**src/rtl/vga_console_pkg.sv**
```systemverilog
// Shared definitions for the VGA text console character sequencer.
// Contents: sequencer state enum, control-code constants, default console
// geometry, the blank cell value and the row/column to cell address helper.
package vga_console_pkg;

  typedef enum logic [1:0] {
    StIdle   = 2'd0,
    StWaitVb = 2'd1,
    StScroll = 2'd2,
    StClear  = 2'd3
  } seq_state_e;

  localparam int unsigned DEFAULT_NUM_ROWS = 3;
  localparam int unsigned DEFAULT_NUM_COLS = 10;

  localparam logic [6:0] CH_BS    = 7'h08;
  localparam logic [6:0] CH_LF    = 7'h0A;
  localparam logic [6:0] CH_FF    = 7'h0C;
  localparam logic [6:0] CH_CR    = 7'h0D;
  localparam logic [6:0] CH_SPACE = 7'h20;
  localparam logic [6:0] CH_TILDE = 7'h7E;

  localparam logic [8:0] BLANK_CELL = {2'b00, CH_SPACE};

  // row*10 + col as shift-add (x8 + x2); tied to the 10-column layout.
  function automatic logic [4:0] cell_addr(input logic [1:0] row, input logic [3:0] col);
    logic [4:0] r;
    r = {3'b000, row};
    return (r << 3) + (r << 1) + {1'b0, col};
  endfunction

endpackage

```
**src/rtl/console_char_fifo.sv**
```systemverilog
// Small character FIFO feeding the console sequencer.
// Ports:
//   clk, rst_n      - clock, asynchronous active-low reset (resets to empty)
//   push, push_data - write request and entry; ignored while full
//   pop             - consume the head entry; ignored while empty
//   head            - current head entry (combinational)
//   full, empty     - occupancy flags
module console_char_fifo #(
  parameter int unsigned Width = 9,
  parameter int unsigned Depth = 4
) (
  input  logic             clk,
  input  logic             rst_n,
  input  logic             push,
  input  logic [Width-1:0] push_data,
  input  logic             pop,
  output logic [Width-1:0] head,
  output logic             full,
  output logic             empty
);

  localparam int unsigned PtrW = $clog2(Depth);

  logic [Width-1:0] mem_q [Depth];
  // One extra wrap bit distinguishes full from empty.
  logic [PtrW:0]    wptr_q, rptr_q;

  assign empty = (wptr_q == rptr_q);
  assign full  = (wptr_q[PtrW] != rptr_q[PtrW]) &&
                 (wptr_q[PtrW-1:0] == rptr_q[PtrW-1:0]);
  assign head  = mem_q[rptr_q[PtrW-1:0]];

  always_ff @(posedge clk or negedge rst_n) begin
    if (!rst_n) begin
      wptr_q <= '0;
      rptr_q <= '0;
    end else begin
      if (push && !full) wptr_q <= wptr_q + 1'b1;
      if (pop && !empty) rptr_q <= rptr_q + 1'b1;
    end
  end

  // Storage needs no reset; the pointers define what is valid.
  always_ff @(posedge clk) begin
    if (push && !full) mem_q[wptr_q[PtrW-1:0]] <= push_data;
  end

endmodule

```
**src/rtl/vga_console_seq.sv**
```systemverilog
// Character-stream sequencer for the 3x10 VGA text console. Buffers incoming
// characters, tracks the cursor, writes glyph cells into the text buffer and
// handles CR/LF/BS/FF. Scroll and clear sweep the whole buffer, starting only
// inside vertical blank.
// Ports:
//   clk, rst_n                        - clock, asynchronous active-low reset
//   char_valid/char_code/char_color   - character input; char_ready = FIFO not full
//   vblank                            - vertical blank level
//   buf_raddr/buf_rdata               - text buffer read port (used by scroll)
//   buf_we/buf_waddr/buf_wdata        - registered text buffer write port
//   cursor_row/cursor_col             - cursor position
//   busy                              - work pending or write in flight
module vga_console_seq
  import vga_console_pkg::*;
#(
  parameter int unsigned NUM_ROWS   = DEFAULT_NUM_ROWS,
  parameter int unsigned NUM_COLS   = DEFAULT_NUM_COLS,
  parameter int unsigned FIFO_DEPTH = 4
) (
  input  logic       clk,
  input  logic       rst_n,
  input  logic       char_valid,
  input  logic [6:0] char_code,
  input  logic [1:0] char_color,
  output logic       char_ready,
  input  logic       vblank,
  output logic [4:0] buf_raddr,
  input  logic [8:0] buf_rdata,
  output logic       buf_we,
  output logic [4:0] buf_waddr,
  output logic [8:0] buf_wdata,
  output logic [1:0] cursor_row,
  output logic [3:0] cursor_col,
  output logic       busy
);

  localparam logic [4:0] LastIdx    = 5'(NUM_ROWS * NUM_COLS - 1);
  localparam logic [4:0] ShiftCells = 5'((NUM_ROWS - 1) * NUM_COLS);
  localparam logic [4:0] RowStride  = 5'(NUM_COLS);
  localparam logic [1:0] LastRow    = 2'(NUM_ROWS - 1);
  localparam logic [3:0] LastCol    = 4'(NUM_COLS - 1);

  seq_state_e state_q, state_d;
  seq_state_e op_q, op_d;        // pending sweep once vblank arrives
  logic [4:0] idx_q, idx_d;
  logic [1:0] row_q, row_d;
  logic [3:0] col_q, col_d;
  logic       we_q, we_d;
  logic [4:0] waddr_q, waddr_d;
  logic [8:0] wdata_q, wdata_d;

  logic       fifo_full, fifo_empty, pop, advance;
  logic [8:0] fifo_head;
  logic [6:0] code;

  console_char_fifo #(
    .Width(9),
    .Depth(FIFO_DEPTH)
  ) u_fifo (
    .clk      (clk),
    .rst_n    (rst_n),
    .push     (char_valid),
    .push_data({char_color, char_code}),
    .pop      (pop),
    .head     (fifo_head),
    .full     (fifo_full),
    .empty    (fifo_empty)
  );

  assign code = fifo_head[6:0];

  always_comb begin
    state_d   = state_q;
    op_d      = op_q;
    idx_d     = idx_q;
    row_d     = row_q;
    col_d     = col_q;
    we_d      = 1'b0;
    waddr_d   = waddr_q;
    wdata_d   = wdata_q;
    pop       = 1'b0;
    advance   = 1'b0;
    buf_raddr = '0;

    unique case (state_q)
      StIdle: begin
        if (!fifo_empty) begin
          pop = 1'b1;
          if (code >= CH_SPACE && code <= CH_TILDE) begin
            we_d    = 1'b1;
            waddr_d = cell_addr(row_q, col_q);
            wdata_d = fifo_head;
            if (col_q == LastCol) begin
              col_d   = '0;
              advance = 1'b1;
            end else begin
              col_d = col_q + 1'b1;
            end
          end else begin
            case (code)
              CH_LF: begin
                col_d   = '0;
                advance = 1'b1;
              end
              CH_CR: col_d = '0;
              CH_BS: if (col_q != '0) col_d = col_q - 1'b1;
              CH_FF: begin
                row_d   = '0;
                col_d   = '0;
                op_d    = StClear;
                state_d = StWaitVb;
              end
              default: ;
            endcase
          end
          // Line advance past the bottom row keeps the row and requests a scroll.
          if (advance) begin
            if (row_q != LastRow) begin
              row_d = row_q + 1'b1;
            end else begin
              op_d    = StScroll;
              state_d = StWaitVb;
            end
          end
        end
      end
      StWaitVb: begin
        if (vblank) begin
          state_d = op_q;
          idx_d   = '0;
        end
      end
      StScroll, StClear: begin
        we_d    = 1'b1;
        waddr_d = idx_q;
        // Scroll copies the row below; the bottom row and clear write blanks.
        if (state_q == StScroll && idx_q < ShiftCells) begin
          buf_raddr = idx_q + RowStride;
          wdata_d   = buf_rdata;
        end else begin
          wdata_d = BLANK_CELL;
        end
        if (idx_q == LastIdx) begin
          state_d = StIdle;
        end else begin
          idx_d = idx_q + 1'b1;
        end
      end
      default: state_d = StIdle;
    endcase
  end

  always_ff @(posedge clk or negedge rst_n) begin
    if (!rst_n) begin
      state_q <= StIdle;
      op_q    <= StScroll;
      idx_q   <= '0;
      row_q   <= '0;
      col_q   <= '0;
      we_q    <= 1'b0;
      waddr_q <= '0;
      wdata_q <= '0;
    end else begin
      state_q <= state_d;
      op_q    <= op_d;
      idx_q   <= idx_d;
      row_q   <= row_d;
      col_q   <= col_d;
      we_q    <= we_d;
      waddr_q <= waddr_d;
      wdata_q <= wdata_d;
    end
  end

  assign char_ready = !fifo_full;
  assign buf_we     = we_q;
  assign buf_waddr  = waddr_q;
  assign buf_wdata  = wdata_q;
  assign cursor_row = row_q;
  assign cursor_col = col_q;
  assign busy       = !fifo_empty || (state_q != StIdle) || we_q;

endmodule
```
**config.mk**
```make
export PLATFORM = sky130hd
export DESIGN_NAME = vga_console_seq
export DESIGN_NICKNAME = d
export VERILOG_FILES = /design/src/rtl/vga_console_pkg.sv /design/src/rtl/console_char_fifo.sv /design/src/rtl/vga_console_seq.sv
export SDC_FILE = /design/constraint.sdc
export NUM_CORES = 1
export LEC_CHECK = 0
export CAP_MARGIN = 30
export CORE_UTILIZATION = 29
export CTS_BUF_LIST = sky130_fd_sc_hd__clkbuf_2 sky130_fd_sc_hd__clkbuf_4 sky130_fd_sc_hd__clkbuf_8
export CTS_CLUSTER_SIZE = 10
export DETAILED_ROUTE_END_ITERATION = 8
export GPL_ROUTABILITY_DRIVEN = 1
export PLACE_DENSITY_LB_ADDON = 0.15
export SLEW_MARGIN = 0
export SYNTH_ARGS = -nofsm -noshare
export SYNTH_HDL_FRONTEND = slang
export SYNTH_HIERARCHICAL = 1
export SYNTH_SLANG_ARGS = --single-unit
export TNS_END_PERCENT = 100
```
**constraint.sdc**
```tcl
create_clock -name clk -period 6.8 [get_ports clk]
set_input_delay 1.36 -clock clk [delete_from_list [all_inputs] [get_ports clk]]
set_output_delay 1.36 -clock clk [all_outputs]
set_load 0.01 [all_outputs]
```
== Word-level counts from Yosys, hierarchy flattened ==
Memory sizes are Yosys's and may differ from the RTL's.
Cells that the tools add are included.
Word-level totals
  bits in writable memories: 36
  bits of input ports: 22
  memories kept: 1
  output and inout port bits: 28
  flip-flop bits (word level): 36
Memories
  u_fifo.mem_q: depth 4, bits a word 9, rd ports 1, clocked after Yosys merged registers in 0, wr ports 1, RTL line console_char_fifo.sv:24  | logic [Width-1:0] mem_q [Depth];
Cells by class
  $add $sub $neg: 9
  bitwise operators: 1
  muxes and demuxes: 44
  reductions and logical operators: 22
  equality and inequality tests: 19
  order comparisons: 3
Operators by type and width (count)
  2-bit two-way mux: 15
  5-bit two-way mux: 6
  7-bit by 4-bit equality test with 1-bit output, second input constant: 4
  9-bit two-way mux: 3
  5-bit one-hot mux with 2 select lines: 2
  9-bit one-hot mux with 2 select lines: 1
  4-bit two-way mux: 3
  2-bit inequality test, second input constant: 6
  1-bit two-way mux: 11
  3-bit AND reduction: 3
  4-bit one-hot mux with 2 select lines: 1
  7-bit by 6-bit greater-or-equal comparator with 1-bit output, second input constant: 1
  7-bit <= comparator, second input constant: 1
  3-bit by 1-bit adder with 3-bit output, second input constant: 2
  2-bit one-hot mux with 3 select lines: 1
  2-bit nonzero test: 3
  5-bit by 1-bit adder with 5-bit output, second input constant: 1
  5-bit by 3-bit adder with 5-bit output: 1
  5-bit by 4-bit adder with 5-bit output: 1
  5-bit by 4-bit adder with 5-bit output, second input constant: 1
  5-bit equality test, second input constant: 1
  1-bit logical AND: 5
  5-bit < comparator, second input constant: 1
  4-bit by 1-bit adder with 4-bit output, second input constant: 1
  20 further kinds: 23

== Longest topological paths before layout ==
Gate-level depths: netlist of the first run.
An unclocked memory read counts as a cell.
  word-level depth: 9
  mapped depth: 10

== By module ==
The synthesis of the first run kept the hierarchy.
Modules (own cells, without submodules)
  vga_console_seq: seq. area each 752.0 um^2, instances 1, area each 1944.4 um^2, cells an instance 218
  console_char_fifo: seq. area each 1231.2 um^2, instances 1, area each 1778.0 um^2, cells an instance 98

== Worst setup path before layout of the first run ==
No wires, ideal clock.
  path kind: reg-to-output
  from: reg u_fifo.rptr_q[0]
  to: out busy
  arrival: 1.621 ns
  setup slack: 3.819 ns
  stages on the path, launching flop included: 5
  required time: 5.440 ns
  path buffers: 1
  path through: dfrtp_1 > xnor2_1 > buf_2 > and3_1 > or4b_2
Between the ends
  longest elaborated chain between the ends: 4
Ends and longest elaborated chain
  start, declared: RTL line console_char_fifo.sv:26  | logic [PtrW:0] wptr_q, rptr_q;
  start signal, assigned: RTL line console_char_fifo.sv:39  | if (pop && !empty) rptr_q <= rptr_q + 1'b1;
  3-bit equality test: RTL line console_char_fifo.sv:28  | assign empty = (wptr_q == rptr_q);
  named net fifo_empty: RTL line vga_console_seq.sv:52  | logic fifo_full, fifo_empty, pop, advance;
  1-bit logical NOT: RTL line vga_console_seq.sv:181  | assign busy = !fifo_empty || (state_q != StIdle) || we_q;
  1-bit logical OR (2 in a row): RTL line vga_console_seq.sv:181
  end, declared: RTL line vga_console_seq.sv:34  | output logic busy
The timed path passes the listed nets, and every way through them passes these cells.

== Worst setup path after layout of the first run ==
Ends and elaborated chain as after synthesis.

==> impl_metrics.yaml, run 1 <==
logic_synthesis:
  synth_async_sr_flop_share_pct: 50.0
  synth_top_area_cell: "edfxtp_1"
  syn_inst: 316
  synth_area_um2: 3720
  ys_top_cells_by_area: "edfxtp_1 (29%), dfrtp_1 (24%), mux4_2 (5.4%)"
  synth.distinct_cells: 64
  avgSynthCellArea_um2: 11.8
  syn_nets: 355
  synth-seq-area-share_pct: 53.3
  ys_ff_latch: 72
  synth-main-ff-cell: "edfxtp_1"
  synth.most_common_cell: "nor2_1"
  synth_common_cells: "nor2_1 (50), edfxtp_1 (36), dfrtp_1 (35)"
  synth_edf_count: 36
  synth.top_cell.area_share_pct: 29.0
  yosys_warnings: 6
min_path:
  min-delay-start: "op_q[1]"
  min_path_type: "register to register"
setup_path:
  critPathCaptureType: "output pin"
  cp_max_fo: 12
  reg2reg_from: "u_fifo/rptr_q[0]"
  start_kind: "register"
  critPathArrivalTime_ns: 3.19
  worstSetupPathType: "register to output pin"
  required_ns: 5.44
  crit_start: "u_fifo/rptr_q[0]"
routing:
  routedWlPerCell_um: 15.8
  wl_met3_um: 358
  drc: 0
  met2_length_mm: 4.18
  wl_met1_mm: 3.93
  first_iter_violations: 115
  dr.max_layer_used: "met4"
  ant_nets: 0
  drt-pass1-iter-count: 4
  wl_mm: 8.58
  num_vias: 2590
  viasPerCell: 4.78
timing:
  setup_ws_ns: 2.25
  fin_crit_sh_pct: 66.9
  report.final.slew_viol_count: 0
  holdWs_ns: 0.500
  setup_violations: 0
  tightest_slew_ns: 0.970
  hold_viol_final: 0
  tns_ns: 0
  rsz0062_at_grt: "false"
  slew-limit-headroom_pct: 35.4
  period_needed_ns: 4.55
  clock-skew-final_ns: 0.00816
  clock.fmax_mhz: 220
global_routing:
  grtUsageTotal_pct: 14.0
  grt_first_pass_wirelength_mm: 13.7
  overflow: 0
  grt_pass1_vias: 2572
  grt_max_degree: 37
  antenna_found_initial: 0
clock_tree:
  hold_buffers: 0
  cts_setup_buffers: 0
  clockRootBuffer: "clkbuf_8"
  clk_path_buf_depth: 2
  clock-sinks: 72
  h-tree-depth: 3
  cts.reportedPaths.clkPinSlew_ns: 0.08
  cts_resized: 0
  clk_latency_ns: 0.35
  numCtsBuffers: 9
  tritoncts: "done"
final_layout:
  drive_gt1_share_pct: 12.7
  final_cells: 542
  final_nets: 404
  area_growth_pct: 22.5
  antenna_cells: 0
  fin_util_pct: 36.3
placed_design:
  dpl.cell_count: 526
  hpwl_mm: 6.10
  dp_slack_ns: 2.62
  gp_congestion: 0.767
  port_buffers: 49
power:
  vdd.ir_drop.worst_mv: 0.160
  cellLeakagePower_uw: 0.00178
  p_per_area_nw_per_um2: 491
floorplanning:
  die_height_um: 115
  die-area_um2: 13300
  ios: 50
  die_x_um: 115
  rows: 41
  coreArea_um2: 12600
  initial_utilization_pct: 29.6
outcome:
  status: "finished clean"
job:
  cap_violations: 0
==> flip-flops by register name (all words and copies together) (netlist names), named ones only <==
| name | count |
|---|---|
| cursor_row | 1 |
| u_fifo/wptr_q | 3 |
| idx_q | 5 |
| buf_waddr | 5 |
| buf_wdata | 9 |
| buf_we | 1 |
| state_q | 2 |
| cursor_col | 4 |
| op_q | 2 |
| u_fifo/rptr_q | 3 |
| u_fifo/mem_q | 36 |
==> kinds of logic after synthesis <==
kind of cell | count (synthesis) | synth area share, %
simple gates | 112 | 14.8
flops | 72 | 53.3
compound gates | 61 | 12.2
buf+inv | 27 | 3.46
fa+ha+maj | 17 | 5.92
mux | 14 | 6.82
xor+xnor | 13 | 3.46
==> final timing paths <==
check	end	slack [ns]	depth (start not counted)
min	state_q[1]	0.50	2
min in group asynchronous	cursor_col[0]	1.12	1
min reg2reg	state_q[1]	0.50	2
max	busy	2.25	4
max reg2reg	buf_wdata[3]	3.81	6
max in group asynchronous	buf_wdata[3]	5.14	1
==> power by group <==
part	switching, uW	internal, uW	total, uW
Clock	167	178	345
Combinational	599	514	1110
Sequential	167	615	782
Total	932	1310	2240
==> worst max-delay path: stages (launching register included) <==
cell and delay, ns:
dfrtp_1 0.64, xnor2_1 0.81, and3_1 0.28, or4b_2 0.59, clkdlybuf4s50_1 0.50
==> area by class of cell <==
cell class                      instances  area [um2]
Clock inverter                          5        60.1
Sequential cell                        72        1980
Timing Repair Buffer                   49         485
Fill cell                            1281        8010
Tap cell                              172         215
Clock buffer                           11         139
Multi-Input combinational cell        217        1610
Inverter                               16        65.1
==> through the flow <==
stage	power [uW]	instance area (um2)
3_5_place_dp	1920	4360
4_1_cts	2280	4560
2_1_floorplan	1560	3720
3_3_place_gp	1920	4360
6_report	2240	4560
5_1_grt	2430	4560
==> per-layer routing <==
layer / up-vias / global-route usage (%)
met5: - / 0
met4: 0 / 4.76
met3: 8 / 3.37
met2: 61 / 23.6
met1: 1278 / 17.5
li1: 1243 / -
==> placed cells by master, fill, tap and decap left out, types with 2 or more instances in the layout <==
cell             synthesis  layout
edfxtp_1                36      36
nor3_1                   3       3
clkbuf_8                 0       9
mux2i_1                  4       4
dfrtp_1                 35      35
inv_1                   14      14
and2_1                   7       7
a2bb2oi_1                8       8
xnor2_1                  5       5
clkinv_4                 1       3
a21oi_1                  8       8
ha_1                    16      16
a21o_1                   4       4
and3_1                   4       4
o21ai_2                  2       2
nand2b_1                 3       3
o21a_1                   2       2
clkdlybuf4s50_1          0      48
a211oi_1                 2       2
o21ai_1                  6       6
clkbuf_4                 0       2
nor3b_1                  2       2
nor2_1                  50      50
xor2_1                   6       6
o21ai_0                  9       9
and4bb_2                 2       2
or3_1                    2       2
nand2_1                 17      17
o22ai_1                  2       2
a31oi_2                  2       2
mux4_2                   9       9
nand3_1                 13      13
a31oi_1                  2       2
No activity file was read; power rests on OpenSTA's default activity.
==> run 2, diff against run 1 <==
clock period = 4.2 ns   (was 6.8 ns; I/O delays follow)
==> run 2 against run 1 <==
Net effect:
- total power grew 61%
- final cell count grew 0.92%
- first-iteration DRC count shrank 50%
- wire length grew 0.22%
- register-to-register slack lost 2.4 ns
==> impl_metrics.yaml, run 2 (synthesis gave the netlist of run 1 again) <==
outcome:
  status: "finished clean"
setup_path:
  cp_top_family: "buffers and inverters"
  slowest_delay_ns: 0.60
  r2r_slack_ns: 1.46
  worstSetupPathType: "register to output pin"
  critPathCaptureType: "output pin"
  path_cells: "buf_4, xnor2_1, buf_4, and3_1, or4b_2, clkdlybuf4s50_1"
  r2r-end: "buf_wdata[7]"
  ff2ff_path_depth: 7
  reg2reg_from: "u_fifo/rptr_q[0]"
  cp_max_fo: 12
  critical_path_buf_inv_count: 3
  cpMostUsedCell: "buf_4"
  cpMaxStageDelayCell: "or4b_2"
  critPathArrivalTime_ns: 2.57
  required_ns: 3.36
  start_kind: "register"
timing:
  clock-skew-final_ns: 0.0116
  setup_violations: 0
  period_needed_ns: 3.41
  clock.fmax_mhz: 293
  tns_ns: 0
  hold_viol_final: 0
  holdWs_ns: 0.315
  setup_ws_ns: 0.793
  tightest_slew_ns: 0.839
  slew-limit-headroom_pct: 43.9
  fin_crit_sh_pct: 81.1
  report.final.slew_viol_count: 0
  rsz0062_at_grt: "false"
routing:
  drt-pass1-iter-count: 4
  drc: 0
  num_vias: 2549
  viasPerCell: 4.66
  first_iter_violations: 57
  wl_mm: 8.60
  ant_nets: 0
  routedWlPerCell_um: 15.7
clock_tree:
  clockRootBuffer: "clkbuf_8"
  hold_buffers: 0
  clock-sinks: 72
  h-tree-depth: 3
  cts.reportedPaths.clkPinSlew_ns: 0.08
  clk_path_buf_depth: 2
  clk_latency_ns: 0.36
  cts_resized: 0
  tritoncts: "done"
  cts_setup_buffers: 0
  numCtsBuffers: 9
global_routing:
  antenna_found_initial: 0
  grt_first_pass_wirelength_mm: 13.9
  overflow: 0
  grtUsageTotal_pct: 14.3
  grt_pass1_vias: 2622
  grt_max_degree: 37
min_path:
  min_path_type: "primary input to async pin"
floorplanning:
  coreArea_um2: 12600
  die-area_um2: 13300
  initial_utilization_pct: 29.6
  die_x_um: 115
  die_height_um: 115
  rows: 41
  ios: 50
final_layout:
  drive_gt1_share_pct: 13.9
  final_nets: 409
  fin_util_pct: 36.4
  largest_reg_flops: 36
  layout_commonest_cell: "nor2_1"
  antenna_cells: 0
  final_cell_mix: "nor2_1 (50), clkdlybuf4s50_1 (48), edfxtp_1 (36)"
  area_growth_pct: 23.1
placed_design:
  hpwl_mm: 6.13
  port_buffers: 49
  dp_slack_ns: 1.16
  gp_congestion: 0.761
power:
  power_switching_uw: 1530
  sw_frac_of_total_pct: 42.5
  power_frac_comb_pct: 52.9
  vdd.ir_drop.worst_mv: 0.223
  p_int_uw: 2070
  cellLeakagePower_uw: 0.00180
  p_per_area_nw_per_um2: 786
  power_frac_seq_pct: 33.3
  clkPwrFrac_pct: 13.8
job:
  cap_violations: 0
## run 2: worst max-delay path by stage
stage / from / end / depth (start not counted)
after floorplan: u_fifo/rptr_q[0] / busy / 4
after global placement: u_fifo/rptr_q[0] / busy / 6
after detailed placement: u_fifo/rptr_q[0] / busy / 6
after CTS: u_fifo/rptr_q[0] / busy / 6
after global routing: u_fifo/rptr_q[0] / busy / 6
final: u_fifo/rptr_q[0] / busy / 6
## run 2: worst register-to-register path, cell delays in order (launching register included)
cell      delay (ns)
dfrtp_1         0.36
buf_4           0.20
mux4_2          0.46
nand4_2         0.18
o211ai_2        0.72
nand2b_1        0.46
nor2_1          0.20
nor2_1          0.06
## run 2: layout make-up
type                            instances  area [um2]
Clock buffer                            9         124
Multi-Input combinational cell        217        1610
Fill cell                            1248        7990
Tap cell                              172         215
Timing Repair Buffer                   54         536
Clock inverter                          7        47.5
Sequential cell                        72        1980
Inverter                               16        65.1
## run 2: per-layer routing
metal	vias up	global-route usage, %	part of all wire, %	wire (um)
met4	0	5.45	1.4	119
met2	47	24.1	49	4180
li1	1251	-	-	-
met5	-	0	0	0
met3	7	3.27	3.2	273
met1	1244	17.8	47	4020
## run 2: stage by stage
| step | power [uW] | instances | instance area, um2 |
|---|---|---|---|
| floorplan | 2530 | 316 | 3720 |
| detailed placement | 3150 | 530 | 4390 |
| finish | 3600 | 547 | 4580 |
| global route | 3910 | 547 | 4580 |
| CTS | 3660 | 546 | 4560 |
| global placement | 3150 | 530 | 4390 |
## run 2: power groups by stage
stage,combinational [uW],clock (uW),sequential [uW]
6_report,1900,497,1200
4_1_cts,1940,518,1200
3_3_place_gp,1930,0,1210
3_5_place_dp,1930,0,1220
2_1_floorplan,1320,0,1200
5_1_grt,2140,540,1230
